==> config.mk <==
export PLATFORM = sky130hd
export DESIGN_NAME = lb_byte_master
export DESIGN_NICKNAME = d
export VERILOG_FILES = /design/src/rtl/lb_byte_master.sv
export SDC_FILE = /design/constraint.sdc
export NUM_CORES = 1
export LEC_CHECK = 0
export BUFFER_PORTS_ARGS = -buffer_cell sky130_fd_sc_hd__buf_2
export CAP_MARGIN = 30
export CORE_MARGIN = 10
export CORE_UTILIZATION = 45
export CTS_BUF_LIST = sky130_fd_sc_hd__clkbuf_16
export DETAILED_ROUTE_END_ITERATION = 10
export PLACE_DENSITY = 0.65
export SLEW_MARGIN = 20
export SYNTH_ARGS = -nofsm -noshare
export SYNTH_HDL_FRONTEND = slang
export SYNTH_SLANG_ARGS = --single-unit
==> constraint.sdc <==
create_clock -name clk_lb -period 2.4 [get_ports clk_lb]
set_input_delay 0.36 -clock clk_lb [delete_from_list [all_inputs] [get_ports clk_lb]]
set_output_delay 0.36 -clock clk_lb [all_outputs]
set_load 0.01 [all_outputs]
==> src/rtl/lb_byte_master.sv <==
// LocalBus byte-stream master: decodes CMD/LEN/ADDR frames from a host link
// into lb_wr/lb_rd strobes and streams read data back as bytes.
//
// Ports:
//   clk_lb, reset           clock and synchronous active-high reset
//   rx_byte_d/rx_byte_rdy   incoming command bytes (no backpressure)
//   tx_byte_d/tx_byte_rdy   outgoing response bytes, held until tx_byte_ack
//   lb_wr/lb_rd/lb_addr     bus strobes and address
//   lb_wr_d/lb_rd_d         write data out, read data in (with lb_rd_rdy)
//   busy                    high whenever a frame is in progress
//   rd_timeout_err          pulse when a read gets no response in time
//   rx_drop                 pulse when an rx byte is discarded during a read
module lb_byte_master #(
  parameter int          rd_timeout = 255,
  parameter logic [31:0] timeout_d  = 32'hDEADBEEF
) (
  input  logic        clk_lb,
  input  logic        reset,
  input  logic [7:0]  rx_byte_d,
  input  logic        rx_byte_rdy,
  output logic [7:0]  tx_byte_d,
  output logic        tx_byte_rdy,
  input  logic        tx_byte_ack,
  output logic        lb_wr,
  output logic        lb_rd,
  output logic [31:0] lb_addr,
  output logic [31:0] lb_wr_d,
  input  logic [31:0] lb_rd_d,
  input  logic        lb_rd_rdy,
  output logic        busy,
  output logic        rd_timeout_err,
  output logic        rx_drop
);

  typedef enum logic [2:0] {
    IDLE, HDR, WR_DATA, WR_STB, RD_STB, RD_WAIT, TX
  } state_t;

  localparam logic [15:0] to_cyc = 16'(rd_timeout);

  state_t      state;
  state_t      state_nx;
  logic [2:0]  hdr_cnt;
  logic [1:0]  byte_cnt;
  logic [7:0]  count;
  logic [31:0] addr;
  logic [31:0] wr_d;
  logic [31:0] rd_q;
  logic [15:0] timer;
  logic        is_rd;

  logic cmd_ok;
  logic tx_xfer;
  logic to_hit;

  assign cmd_ok  = rx_byte_rdy &&
                   (rx_byte_d == 8'h57 || rx_byte_d == 8'h52);
  assign tx_xfer = (state == TX) && tx_byte_ack;
  // A response arriving on the timeout cycle takes priority over the timeout.
  assign to_hit  = (state == RD_WAIT) && !lb_rd_rdy && (timer == to_cyc);

  always_ff @(posedge clk_lb) begin
    if (reset) state <= IDLE;
    else       state <= state_nx;
  end

  always_comb begin
    state_nx = state;
    unique case (state)
      IDLE: if (cmd_ok) state_nx = HDR;
      HDR:
        if (rx_byte_rdy && hdr_cnt == 3'd4)
          state_nx = is_rd ? RD_STB : WR_DATA;
      WR_DATA:
        if (rx_byte_rdy && byte_cnt == 2'd3)
          state_nx = WR_STB;
      // A byte landing on the last strobe may already start a new frame.
      WR_STB:
        if (count != 8'd0) state_nx = WR_DATA;
        else if (cmd_ok)   state_nx = HDR;
        else               state_nx = IDLE;
      RD_STB: state_nx = RD_WAIT;
      RD_WAIT: if (lb_rd_rdy || to_hit) state_nx = TX;
      TX:
        if (tx_xfer && byte_cnt == 2'd3)
          state_nx = (count == 8'd0) ? IDLE : RD_STB;
      default: state_nx = IDLE;
    endcase
  end

  always_ff @(posedge clk_lb) begin
    if (reset) begin
      hdr_cnt  <= '0;
      byte_cnt <= '0;
      count    <= '0;
      addr     <= '0;
      wr_d     <= '0;
      rd_q     <= '0;
      timer    <= '0;
      is_rd    <= 1'b0;
    end else begin
      unique case (state)
        IDLE:
          if (cmd_ok) begin
            is_rd   <= (rx_byte_d == 8'h52);
            hdr_cnt <= '0;
          end
        HDR: begin
          byte_cnt <= '0;
          if (rx_byte_rdy) begin
            hdr_cnt <= hdr_cnt + 3'd1;
            if (hdr_cnt == 3'd0) count <= rx_byte_d;
            else                 addr  <= {addr[23:0], rx_byte_d};
          end
        end
        WR_DATA:
          if (rx_byte_rdy) begin
            wr_d     <= {wr_d[23:0], rx_byte_d};
            byte_cnt <= byte_cnt + 2'd1;
          end
        WR_STB: begin
          addr <= addr + 32'd4;
          if (count != 8'd0) begin
            count    <= count - 8'd1;
            byte_cnt <= rx_byte_rdy ? 2'd1 : 2'd0;
            if (rx_byte_rdy) wr_d <= {wr_d[23:0], rx_byte_d};
          end else if (cmd_ok) begin
            is_rd   <= (rx_byte_d == 8'h52);
            hdr_cnt <= '0;
          end
        end
        // Timer reads 1 on the first cycle after lb_rd.
        RD_STB: timer <= 16'd1;
        RD_WAIT: begin
          timer    <= timer + 16'd1;
          byte_cnt <= '0;
          if (lb_rd_rdy)   rd_q <= lb_rd_d;
          else if (to_hit) rd_q <= timeout_d;
        end
        TX:
          if (tx_xfer) begin
            rd_q     <= {rd_q[23:0], 8'h00};
            byte_cnt <= byte_cnt + 2'd1;
            if (byte_cnt == 2'd3) begin
              addr <= addr + 32'd4;
              if (count != 8'd0) count <= count - 8'd1;
            end
          end
        default: ;
      endcase
    end
  end

  always_comb begin
    lb_wr          = (state == WR_STB);
    lb_rd          = (state == RD_STB);
    tx_byte_rdy    = (state == TX);
    tx_byte_d      = (state == TX) ? rd_q[31:24] : 8'h00;
    busy           = (state != IDLE);
    rd_timeout_err = to_hit;
    rx_drop        = rx_byte_rdy &&
                     (state == RD_STB || state == RD_WAIT || state == TX);
    lb_addr        = addr;
    lb_wr_d        = wr_d;
  end

endmodule

-- Word level (Yosys, flattened, before mapping)
Index checks and enable logic that the tools add are counted.
- bits in registers: 129
- bits of input ports: 45
- output and inout bits: 78
- add/subtract/negate cells: 5
- eq/ne operators: 25
- multiplexer cells: 42
- reduce and logical (&&, ||, !) cells: 34
- operator list (cell ; count):
    $mux W32 ; 9
    $pmux W32 S2 ; 2
    $pmux W32 S3 ; 1
    $mux W8 ; 6
    $add A32 B3 Y32 const B ; 1
    $pmux W16 S2 ; 1
    $mux W3 ; 10
    $pmux W8 S3 ; 1
    $pmux W3 S7 ; 1
    $add A16 B1 Y16 const B ; 1
    $eq A16 B8 Y1 const B ; 1
    $eq A8 B7 Y1 const B ; 2
    $ne A2 B2 Y1 const B ; 8
    $reduce_and A5 Y1 ; 3
    $eq A3 B3 Y1 const B ; 4
    $ne A2 B1 Y1 const B ; 5
    $pmux W3 S3 ; 1
    $reduce_bool A3 Y1 ; 3
    $logic_and A1 B1 Y1 ; 8
    $logic_not A8 Y1 ; 1
    $mux W2 ; 4
    $pmux W2 S4 ; 1
    $reduce_bool A2 Y1 ; 4
    $reduce_bool A8 Y1 ; 1
    17 further kinds ; 27

-- Logic depth before layout (Yosys ltp)
- depth in word-level cells: 6
- gate-level depth with buffers: 9

-- Least setup slack after synthesis
OpenSTA, ideal clock, no wires.
- path kind: register to register
- start: register addr[14] (netlist: lb_addr[14])
- end: register addr[29] (netlist: lb_addr[29])
- library setup time: 74 ps
- data arrival time: 2028 ps
- data required time: 2326 ps
- setup slack: 298 ps
- cell stages (with the launch flop): 7
- clock period less this slack: 2102 ps
- cell sequence: dfxtp_1 buf_4 nand4_2 or3_4 or4_4 or4_1 a31oi_1
- word-level cells in the longest chain between the ends: 4
- ends and longest elaborated chain (element ; line ; text):
    from (decl) ; 46 ; logic [31:0] addr;
    from (signal assigned) ; 113 ; else addr <= {addr[23:0], rx_byte_d};
    from (signal assigned) ; 122 ; addr <= addr + 32'd4;
    from (signal assigned) ; 145 ; addr <= addr + 32'd4;
    $add A32 B3 Y32 * ; 122, 145 ;
    $mux W32 ; 144 ; if (byte_cnt == 2'd3) begin
    $mux W32 ; 141 ; if (tx_xfer) begin
    $pmux W32 S3 * ; 102 ; unique case (state)
Mark *: on every way between the ends. The rest lies on a longest branch, timed or not. The select of a mux whose other input is x is not followed.
A chain may end at the register's enable or synchronous reset.

-- Worst setup path in the final report
- start: register timer[1]
- end: output port rd_timeout_err
- word-level cells in the longest chain between the ends: 2
- ends and longest elaborated chain (element ; line ; text):
    from (decl) ; 49 ; logic [15:0] timer;
    from (signal assigned) ; 135 ; timer <= timer + 16'd1;
    $eq A16 B8 Y1 ; 60 ; assign to_hit = (state == RD_WAIT) && !lb_rd_rdy && (timer == to_cyc);
    $logic_and A1 B1 Y1 ; 60 ;
    to (decl) ; 31 ; output logic rd_timeout_err,
Every way passes these cells.

==> qor.csv <==
stage,metric,value,unit
run_status,run_status,"finished, final reports clean",
logic_synthesis,yosys-top-cells-area,"dfxtp_1 (38%), nand2_1 (7.4%), a21oi_1 (5.9%)",
logic_synthesis,ys_types,75,
layout,post_route_cells_drive_above_1_share,23.1,%
clock_network,clock-root-buffer,clkbuf_16,
logic_synthesis,avgSynthCellArea,7.77,um^2
place,rd_place_congestion,0.894,
clock_network,hold_buffers,0,
logic_synthesis,combined_area_of_all_synthesized_cells,6770,um^2
timing,timing.final.crit_share,92.8,%
floorplan,placeableCoreArea,14600,um^2
timing,max_slew.worst_pin.slew,499,ps
critical_path,timing.setup.critical_path_class,reg2out,
floorplan,top_level_ports,123,
layout,area_of_the_multi_input_gates,3850,um^2
logic_synthesis,netlist_instances,872,
clock_network,cts.clk_slew.worst_paths,60,ps
route,detail_route.drc_violations,0,
pwr,vdd.ir_drop.worst,525,uV
layout,final_net_count,1047,
clock_network,post_cts_resized,0,
timing,max_slew_violation_total_from_the_final_report,0,
floorplan,floorplan.initialDensity,46.2,%
layout,layout.core_utilization,57.0,%
critical_path,worstPathMaxFanout,6,
floorplan,die_area,20400,um^2
global_route,combined_global_route_utilization_of_all_metal_layers,19.2,%
timing,smallest_hold_slack,169,ps
clock_network,post_cts_buffers,0,
logic_synthesis,synthArstFlopShare,0,%
critical_path,critical_path.reg2reg.endpoint,lb_addr[29],
layout,mostFrequentLayoutCells,"nand2_1 (134), dfxtp_1 (126), buf_2 (121)",
layout,area.growth.synth_to_final,23.3,%
route,via_count,6859,
timing,grt_setup_unrepaired,no,
route,drt-initial-drc-count,568,
clock_network,clk_path_buf_depth,2,
pwr,power_switching_share,28.6,%
global_route,grt_max_degree,51,
logic_synthesis,yosysTopAreaCell,dfxtp_1,
timing,skew,8.50,ps
hold_path,timing.hold.worst.start,lb_rd_d[1],
critical_path,critPathMaxStageDelay,390,ps
hold_path,whs_path_cells,3,
critical_path,critPathRequiredTime,2040,ps
logic_synthesis,ys.flop_type,dfxtp_1,
place,placed_cells,1159,
logic_synthesis,mappedNetlistNets,924,
route,avgViaCountPerCell,5.75,
critical_path,worst_r2r_startpoint,lb_addr[20],
timing,max-slew-margin-rel,66.7,%
hold_path,holdPathEnd,rd_q[1],
layout,n_antenna_cell,0,
floorplan,die_w,143,um
timing,setup_tns,0,ps
clock_network,cts_tree,yes,
critical_path,reg2reg_slack,190,ps
pwr,intPower,4.37,mW
clock_network,level_count_of_the_clock_h_tree,4,
floorplan,chipHeight,143,um
logic_synthesis,yosys_warnings,0,
critical_path,critical_path_startpoint_category,flip-flop,
critical_path,worst_ep_arrival_time,1870,ps
place,post-dp-hpwl,14100,um
layout,instances_no_fill,1192,
clock_network,tritoncts_num_sinks,129,
timing,final-hold-violation-count,0,
timing,maxClockFrequency,449,MHz
logic_synthesis,synth_seq_cells,129,
pwr,leakage_power_of_the_design,3.19,nW
critical_path,timing.critical_path.slowest_stage_cell,dfxtp_1,
clock_network,insertion_delay,420,ps
route,number_of_nets_still_failing_antenna_checks_after_routing,0,
global_route,via_count_of_the_first_global_routing_pass,6230,
logic_synthesis,yosysSeqAreaShare,38.1,%
pwr,p_per_area,732,nW/um^2
layout,final-seq-area,2590,um^2
logic_synthesis,synth_top_area_share,38.1,%
critical_path,timing.critical_path.cells,ha_2 > nand3_1 > nor3_4 > buf_4 > and2_1 > buf_2,
global_route,globalRoute.totalOverflow,0,
pwr,p_comb_share,16.8,%
pwr,power.net_switching,1.75,mW
route,drt_first_pass_iters,5,
route,avgRoutedWirePerCell,16.7,um
pwr,pwr-share-seq,38.8,%
global_route,antenna_found_initial,0,
critical_path,rr_worst_depth,5,
hold_path,hp-class,in2reg,
timing,setup-violations-final,0,
logic_synthesis,synth-edff-count,0,
floorplan,fp-row-count,44,
clock_network,tritoncts_buffers,17,
critical_path,timing.critical_path.to_type,output pin,
layout,most_common_library_cell_in_the_layout_ignoring_fill_and_taps,nand2_1,
layout,num-fill-cells,1407,
timing,final_period_minus_worst_setup_slack,2230,ps
global_route,grt_pass1_wl,32300,um
pwr,clockPowerShare,44.5,%
route,sum_of_routed_wire_length_over_all_layers,19900,um
place,port_buffers,122,
job,maxCapViolations,0,
[logic make-up after synthesis]
family	share of synthesized area, %
adders and majority gates	1.29
buffers and inverters	5.52
xor gates and xnor gates	0.388
AOI/OAI and AO/OA	23.6
and+or+nand+nor	29.3
muxes	1.79
DFF	38.1
[layer usage]
layer | global-route usage, % | up-vias | part of all wire [%]
met2 | 30.1 | 216 | 46
met3 | 4.68 | 19 | 6.0
met1 | 25.5 | 3190 | 47
li1 | - | 3434 | -
met4 | 5.97 | 0 | 1.2
met5 | 0 | - | 0
[registers in the layout, summed over array words and instances (netlist names)]
| register | count |
|---|---|
| state | 3 |
| is_rd | 1 |
| timer | 16 |
| lb_addr | 32 |
| byte_cnt | 2 |
| rd_q | 32 |
| count | 8 |
| hdr_cnt | 3 |
| lb_wr_d | 32 |
[through the flow]
stage / total power [mW] / cell area (um^2) / setup WS (ps)
floorplan: 3.03 / 6770 / 298
global placement: 3.42 / 7690 / 129
detailed placement: 3.42 / 7690 / 40.9
CTS: 6.14 / 8310 / 36.2
global route: 6.38 / 8350 / 49.4
finish: 6.11 / 8350 / 172
[Yosys cell counts (3+ instances only)]
cell,n
nand3_1,39
o211ai_1,3
a31oi_1,11
mux2_2,9
clkinv_1,4
clkbuf_8,4
or3_1,5
o32ai_1,4
a311oi_1,15
o21ai_0,52
inv_1,12
o2bb2ai_1,11
nor3_1,15
dfxtp_1,129
ha_1,7
nand2_1,134
a21o_1,6
a21oi_1,80
and3_1,16
nand4_1,17
o31ai_1,5
a211oi_1,24
nor2b_1,15
o21a_1,4
clkbuf_1,47
buf_2,9
nor4_1,12
and2_1,4
nand4b_1,6
and2_0,4
and4_1,4
nor2_1,77
nand3b_1,19
nor3b_1,3
a22oi_1,7
[worst max-delay path: cells and delay by family (launching register included)]
| family | cells | cell delay [ps] |
|---|---|---|
| buffers and inverters | 2 | 310 |
| flip-flops | 1 | 390 |
| AND/OR/NAND/NOR | 3 | 490 |
| adder cells (fa/ha/maj) | 1 | 250 |
[worst max path at each step]
stage               depth (start not counted)        start        endpoint
finish                                      6     timer[1]  rd_timeout_err
global route                                6     timer[1]  rd_timeout_err
CTS                                         5     state[0]         rd_q[3]
detailed placement                          5     state[0]         rd_q[3]
global placement                            5     state[0]         rd_q[3]
floorplan                                   6  lb_addr[14]     lb_addr[29]
[layout make-up]
type	count	share of cell area, %
Multi-Input combinational cell	662	46.1
Sequential cell	129	31.0
Timing Repair Buffer	169	12.0
Clock buffer	17	5.10
Tap cell	184	2.76
Clock inverter	15	2.29
Inverter	16	0.719
[power by group through the flow]
stage               clock network [mW]  registers (mW)  logic (mW)
global route                      2.86            2.39        1.13
floorplan                            0            2.37       0.655
CTS                               2.76            2.36        1.02
detailed placement                   0            2.41        1.01
global placement                     0            2.41        1.01
finish                            2.72            2.37        1.02
Note: power is estimated with default switching activity, not from simulation.
